==> config.mk <==
export PLATFORM = sky130hd
export DESIGN_NAME = fifo_rd_unpacker
export DESIGN_NICKNAME = d
export VERILOG_FILES = /design/src/rtl/fifo_rd_unpacker.sv
export SDC_FILE = /design/constraint.sdc
export NUM_CORES = 1
export LEC_CHECK = 0
export ABC_AREA = 1
export BUFFER_PORTS_ARGS = -buffer_cell sky130_fd_sc_hd__clkbuf_2
export CAP_MARGIN = 20
export CELL_PAD_IN_SITES_DETAIL_PLACEMENT = 0
export CELL_PAD_IN_SITES_GLOBAL_PLACEMENT = 2
export CORE_MARGIN = 2
export CORE_UTILIZATION = 35
export DETAILED_ROUTE_END_ITERATION = 8
export PLACE_DENSITY_LB_ADDON = 0.1
export SETUP_SLACK_MARGIN = 0.4
export SYNTH_ARGS = -nofsm -noshare
export SYNTH_HDL_FRONTEND = slang
export SYNTH_SLANG_ARGS = --single-unit
==> constraint.sdc <==
create_clock -name clk -period 2.6 [get_ports clk]
set_input_delay 0.13 -clock clk [delete_from_list [all_inputs] [get_ports clk]]
set_output_delay 0.13 -clock clk [all_outputs]
set_load 0.03 [all_outputs]
==> src/rtl/fifo_rd_unpacker.sv <==
// Prefetches words from a FIFO read port into a small circular buffer and
// streams each word out as IN_WIDTH/OUT_WIDTH narrower beats, LSB slice first.
module fifo_rd_unpacker #(
    parameter int unsigned IN_WIDTH  = 32,
    parameter int unsigned OUT_WIDTH = 16,
    parameter int unsigned BUF_DEPTH = 2
) (
    input  logic                 clk,
    input  logic                 rst_n,
    input  logic                 fifo_empty_i,
    output logic                 fifo_rden_o,
    input  logic [IN_WIDTH-1:0]  fifo_rdata_i,
    output logic                 valid_o,
    input  logic                 ready_i,
    output logic [OUT_WIDTH-1:0] data_o,
    output logic                 last_o
);

    localparam int unsigned RATIO  = IN_WIDTH / OUT_WIDTH;
    localparam int unsigned BEAT_W = (RATIO > 1) ? $clog2(RATIO) : 1;
    localparam int unsigned IDX_W  = (BUF_DEPTH > 1) ? $clog2(BUF_DEPTH) : 1;
    localparam int unsigned OCC_W  = $clog2(BUF_DEPTH + 1);
    localparam int unsigned CMP_W  = OCC_W + 1;

    localparam logic [BEAT_W-1:0] LAST_BEAT = BEAT_W'(RATIO - 1);
    localparam logic [IDX_W-1:0]  LAST_IDX  = IDX_W'(BUF_DEPTH - 1);

    logic [IN_WIDTH-1:0] buf_mem [BUF_DEPTH];

    logic [OCC_W-1:0]  occ_q,      occ_d;
    logic              in_flight_q;
    logic [IDX_W-1:0]  wr_idx_q,   wr_idx_d;
    logic [IDX_W-1:0]  rd_idx_q,   rd_idx_d;
    logic [BEAT_W-1:0] beat_q,     beat_d;

    logic              push;
    logic              pop;
    logic              beat_hs;
    logic [CMP_W-1:0]  pending;
    logic [IN_WIDTH-1:0] head_word;

    // Read request only from registered state so capture slots are never overcommitted
    assign pending     = CMP_W'(occ_q) + CMP_W'(in_flight_q);
    assign fifo_rden_o = rst_n && !fifo_empty_i && (pending < CMP_W'(BUF_DEPTH));

    assign valid_o   = (occ_q != '0);
    assign last_o    = valid_o && (beat_q == LAST_BEAT);
    assign beat_hs   = valid_o && ready_i;
    assign push      = in_flight_q;
    assign pop       = beat_hs && (beat_q == LAST_BEAT);
    assign head_word = buf_mem[rd_idx_q];

    // Beat slice select from the head word
    always_comb begin
        data_o = '0;
        for (int unsigned i = 0; i < RATIO; i++) begin
            if (beat_q == BEAT_W'(i)) begin
                data_o = head_word[i*OUT_WIDTH +: OUT_WIDTH];
            end
        end
    end

    // Next-state for occupancy, circular indices and beat counter
    always_comb begin
        occ_d    = occ_q;
        wr_idx_d = wr_idx_q;
        rd_idx_d = rd_idx_q;
        beat_d   = beat_q;

        if (push && !pop) begin
            occ_d = occ_q + OCC_W'(1);
        end else if (pop && !push) begin
            occ_d = occ_q - OCC_W'(1);
        end

        if (push) begin
            wr_idx_d = (wr_idx_q == LAST_IDX) ? '0 : wr_idx_q + IDX_W'(1);
        end
        if (pop) begin
            rd_idx_d = (rd_idx_q == LAST_IDX) ? '0 : rd_idx_q + IDX_W'(1);
        end

        if (beat_hs) begin
            beat_d = (beat_q == LAST_BEAT) ? '0 : beat_q + BEAT_W'(1);
        end
    end

    always_ff @(posedge clk or negedge rst_n) begin
        if (!rst_n) begin
            occ_q       <= '0;
            in_flight_q <= 1'b0;
            wr_idx_q    <= '0;
            rd_idx_q    <= '0;
            beat_q      <= '0;
        end else begin
            occ_q       <= occ_d;
            in_flight_q <= fifo_rden_o;
            wr_idx_q    <= wr_idx_d;
            rd_idx_q    <= rd_idx_d;
            beat_q      <= beat_d;
        end
    end

    // Word storage is data-only; validity is tracked by occupancy
    always_ff @(posedge clk) begin
        if (push) begin
            buf_mem[wr_idx_q] <= fifo_rdata_i;
        end
    end

endmodule

Yosys cells after proc, flatten, opt, wreduce, memory -nomap -nowiden
Memory sizes are Yosys's and may differ from the RTL's.
Index checks and enable logic that the tools add are counted.
- $lt $le $gt $ge: 1
- reductions and logical operators: 12
- eq/ne operators: 0
- mux-type cells: 8
- $add $sub $neg: 6
- shifts and indexed selects: 0
- $mul: 0
- div/mod/pow operators: 0
- bitwise gates (word level): 0
- operators with widths (cell ; number):
    two-way mux 16 bit ; 1
    logical AND 1 bit ; 7
    two-way mux 1 bit ; 5
    two-way mux 2 bit ; 2
    nonzero test 2 bit ; 2
    adder 1 bit, second input constant ; 3
    adder 2 x 1 -> 3 bit ; 1
    logical NOT 1 bit ; 3
    < comparator 3 x 2 -> 1 bit, second input constant ; 1
    adder 2 x 1 -> 2 bit, second input constant ; 1
    subtractor 2 x 1 -> 2 bit, second input constant ; 1
- register bits: 6
- bits in latches: 0
- word-level logic and storage cells: 33
- bits in writable memories: 64
- memory bits (read-only): 0
- memories: 1
- memory list (name ; depth ; bits a word ; rd ports ; clocked after memory_dff ; wr ports ; RTL line ; RTL):
    buf_mem ; 2 ; 32 ; 1 ; 0 ; 1 ; 28 ; logic [IN_WIDTH-1:0] buf_mem [BUF_DEPTH];

Longest topological paths before layout
- depth after elaboration: 6
- depth in mapped cells: 9
- mapped depth without buffers: 9

Worst setup path before layout
Ideal clock, no wire load.
- path kind: reg-to-reg
- from: register in_flight_q
- to: memory buf_mem[0][0] (enable)
- stages on the path, launching flop included: 3
- clock period less this slack: 2226 ps
- data arrival time: 1804 ps
- path slack: 374 ps
- setup time: 421 ps
- required time: 2179 ps
- cells stage by stage: dfrtp_1 -> inv_1 -> nor2_1
- cells in the longest elaborated chain, start to end: 2
- ends and longest elaborated chain (what ; RTL line ; RTL):
    start, declared ; 31 ; logic in_flight_q;
    start signal, assigned ; 97 ; in_flight_q <= fifo_rden_o;
    two-way mux 1 bit ; 106 ; if (push) begin
    two-way mux 1 bit (implied by the code) ; 107 ; buf_mem[wr_idx_q] <= fifo_rdata_i;
    end, declared ; 28 ;
Every way passes these cells.

Worst setup path after layout
- from: register rd_idx_q
- to: output port data_o[6]
- cells in the longest elaborated chain, start to end: 2
- ends and longest elaborated chain (what ; RTL line ; RTL):
    start, declared ; 33 ; logic [IDX_W-1:0] rd_idx_q, rd_idx_d;
    start signal, assigned ; 99 ; rd_idx_q <= rd_idx_d;
    memory (2 x 32 bit) ; -- ;
    two-way mux 16 bit ; 57 ; if (beat_q == BEAT_W'(i)) begin
    end, declared ; 15 ; output logic [OUT_WIDTH-1:0] data_o,
Every way passes these cells.

==> impl_metrics.yaml <==
sta:
  drv_slew: 0
  fin_crit_ns: 1.94
  finalHoldViolations: 0
  worstMarginPinSlew_ns: 0.457
  rsz0062_at_grt: "no"
  post-route-worst-setup-slack_ns: 0.664
  period_share_pct: 74.5
  fmax_ghz: 0.516
  setup_tns_ns: 0
  setup_viol: 0
  slew_headroom_pct: 69.5
  fin_skew_ns: 0.00630
detailed_routing:
  drc_errors: 0
  drtIter0Drc: 58
  dr.pass1.iters: 4
  ant_nets: 0
  routed_via_density: 4.30
  drt-wirelength-per-cell_um: 12.8
  wl_um: 5420
  vias: 1829
die:
  rows: 33
  boundaryPins: 55
  start_util_pct: 35.4
  dieHeight_um: 94.5
  die_x_um: 94.5
  die_area_um2: 8930
  core_area_um2: 8090
cells_and_area:
  final_util_pct: 46.2
  finalNonFillerCells: 425
  drive_gt1_share_pct: 24.4
  diodes: 0
  nets: 352
  n_fill_cell: 761
  syn_to_final_growth_pct: 30.3
synthesis:
  syn_avg_cell_area_um2: 12.9
  synth_area_um2: 2870
  synth-async-reset-ratio_pct: 8.57
  synth_ff_type: "edfxtp_1"
  synth_nets: 259
  syn_inst: 222
  yosys.area.top_type_share_pct: 67.0
  netlist_top_cells_count: "64 x edfxtp_1, 58 x nand2_1, 37 x inv_1, 30 x o211ai_1"
  seq_area_frac_synth_pct: 72.3
  synth-seq-cells: 70
  yosysMostFrequentCell: "edfxtp_1"
  synth_area_leaders: "edfxtp_1 67%, o211ai_1 7.9%, nand2_1 7.6%, dfrtp_1 5.2%, inv_1 4.8%"
  yosysUniqueCellTypes: 21
  yosys.area.top_type: "edfxtp_1"
  ys_warn_count: 0
  synth_edf_count: 64
worst_setup_path:
  crit_family: "buffers and inverters"
  crit_path_end_kind: "output pin"
  cp_data_required_time_ns: 2.47
  r2r_start: "in_flight_q"
  crit_slowest_cell: "dfrtp_1"
  crit_buf_inv: 3
  cpMostUsedCell: "nand2_1"
  r2r-end: "buf_mem[0][21]"
  critPathMaxStageDelay_ns: 0.39
  cp_cell_sequence: "inv_2, buf_12, nand2_1, o211ai_1, nand2_1, clkbuf_2"
  worstSetupPathType: "flip-flop to output pin"
  critPathArrivalTime_ns: 1.81
  r2r_slack_ns: 1.03
  start_kind: "flip-flop"
  r2r_cells: 3
  cp_max_fo: 40
  crit_cells: 6
clocking:
  htree_levels: 3
  clock_tree.buffer_depth: 2
  clockRootBuffer: "clkbuf_8"
  path_clk_slew_ns: 0.07
  cts_buffers: 9
  postCtsSetupBuffers: 0
  clock_sinks: 70
  cts_tree: "built"
  cts_resized: 0
  insertion_delay_ns: 0.33
hold_path:
  worstHoldStart: "ready_i"
  hold_path.class: "input port to flip-flop"
  hold_end: "rd_idx_q"
  worstHoldPathCells: 3
global_route:
  gr-usage-all-layers_pct: 13.2
  antenna_found_initial: 0
  grt_pass1_vias: 1746
  grt.overflow.total: 0
  grt_pass1_wl_um: 8610
  grt_max_degree: 41
place:
  dp_slack_ns: 1.00
  portBuffers: 54
  dpl.hpwl_um: 3400
  gp_routability_congestion: 0.684
  placedCellCount: 375
power:
  total_leakage_power_nw: 1.58
  power_density_nw_per_um2: 994
  ir_drop_mv: 0.410
  p_total_mw: 3.71
flow_run:
  cap_viol_max_count: 0
outcome:
  status: "finished clean"
[cells by family after synthesis]
group                      after synthesis  share of synthesized area (%)
and+or+nand+nor                         65                           8.95
xor gates and xnor gates                 2                          0.611
adders and majority gates                1                          0.436
DFF                                     70                           72.3
buffers and inverters                   50                           8.56
AOI/OAI and AO/OA                       34                           9.17
[layout by cell type (no fill, tap or decap), drive strengths merged]
cell type	count
nand3	2
dfrtp	6
ha	1
a211oi	1
nand4	2
clkinv	4
buf	4
edfxtp	64
o211ai	32
clkbuf	65
dlygate4sd3	34
nand2	59
xnor2	1
clkinvlp	1
inv	40
and2	1
nor2	1
xor2	1
a21oi	1
[where the power goes]
part / internal [mW] / switching [mW]
Sequential: 1.39 / 0.0776
Combinational: 0.466 / 1.05
Clock: 0.338 / 0.385
[area by class of cell]
cell class,instances,area [um2],area share (%)
flip-flops and latches,70,2070,55.5
clock inverters,5,26.3,0.703
multi-input cells,102,557,14.9
clock buffers,11,131,3.52
repair buffers,92,666,17.8
inverters,40,153,4.09
well taps,105,131,3.52
[sequential cells by signal (all words and copies together) (netlist names)]
signal and count:
occ_q 2, wr_idx_q 1, buf_mem 64, beat_q 1, in_flight_q 1, rd_idx_q 1
[stage by stage]
stage	cell area, um2	hold WS, ns
floorplan	2870	-0.166
global placement	3240	-0.0202
detailed placement	3240	-0.0152
CTS	3740	0.0646
global route	3740	0.0780
finish	3740	0.0855
[worst max-delay path by stage]
stage	slack [ns]	end	start
after floorplan	0.91	buf_mem[0][0]	in_flight_q
after global placement	1.00	buf_mem[0][27]	in_flight_q
after detailed placement	1.00	buf_mem[0][27]	in_flight_q
after CTS	0.63	data_o[11]	rd_idx_q
after global routing	0.51	data_o[11]	rd_idx_q
final	0.66	data_o[6]	rd_idx_q
[worst reg2reg max path, stage by stage, from the launching register on]
cell	delay, ns
dfrtp_1	0.45
inv_1	0.10
nor2_4	0.26
buf_4	0.40
[layer usage]
metal  global-route usage (%)  vias up  wire length, um
met5                        0        -                0
met2                     20.5       40             2610
met1                     17.3      823             2490
met4                     6.52        0              104
met3                     3.35       11              212
li1                         -      955                -
[timing repair]
action	in CTS	in global routing
setup endpoints to repair	0	0
hold endpoints to repair	71	0
hold buffers	34	0
No activity file was read; power rests on OpenSTA's default activity.
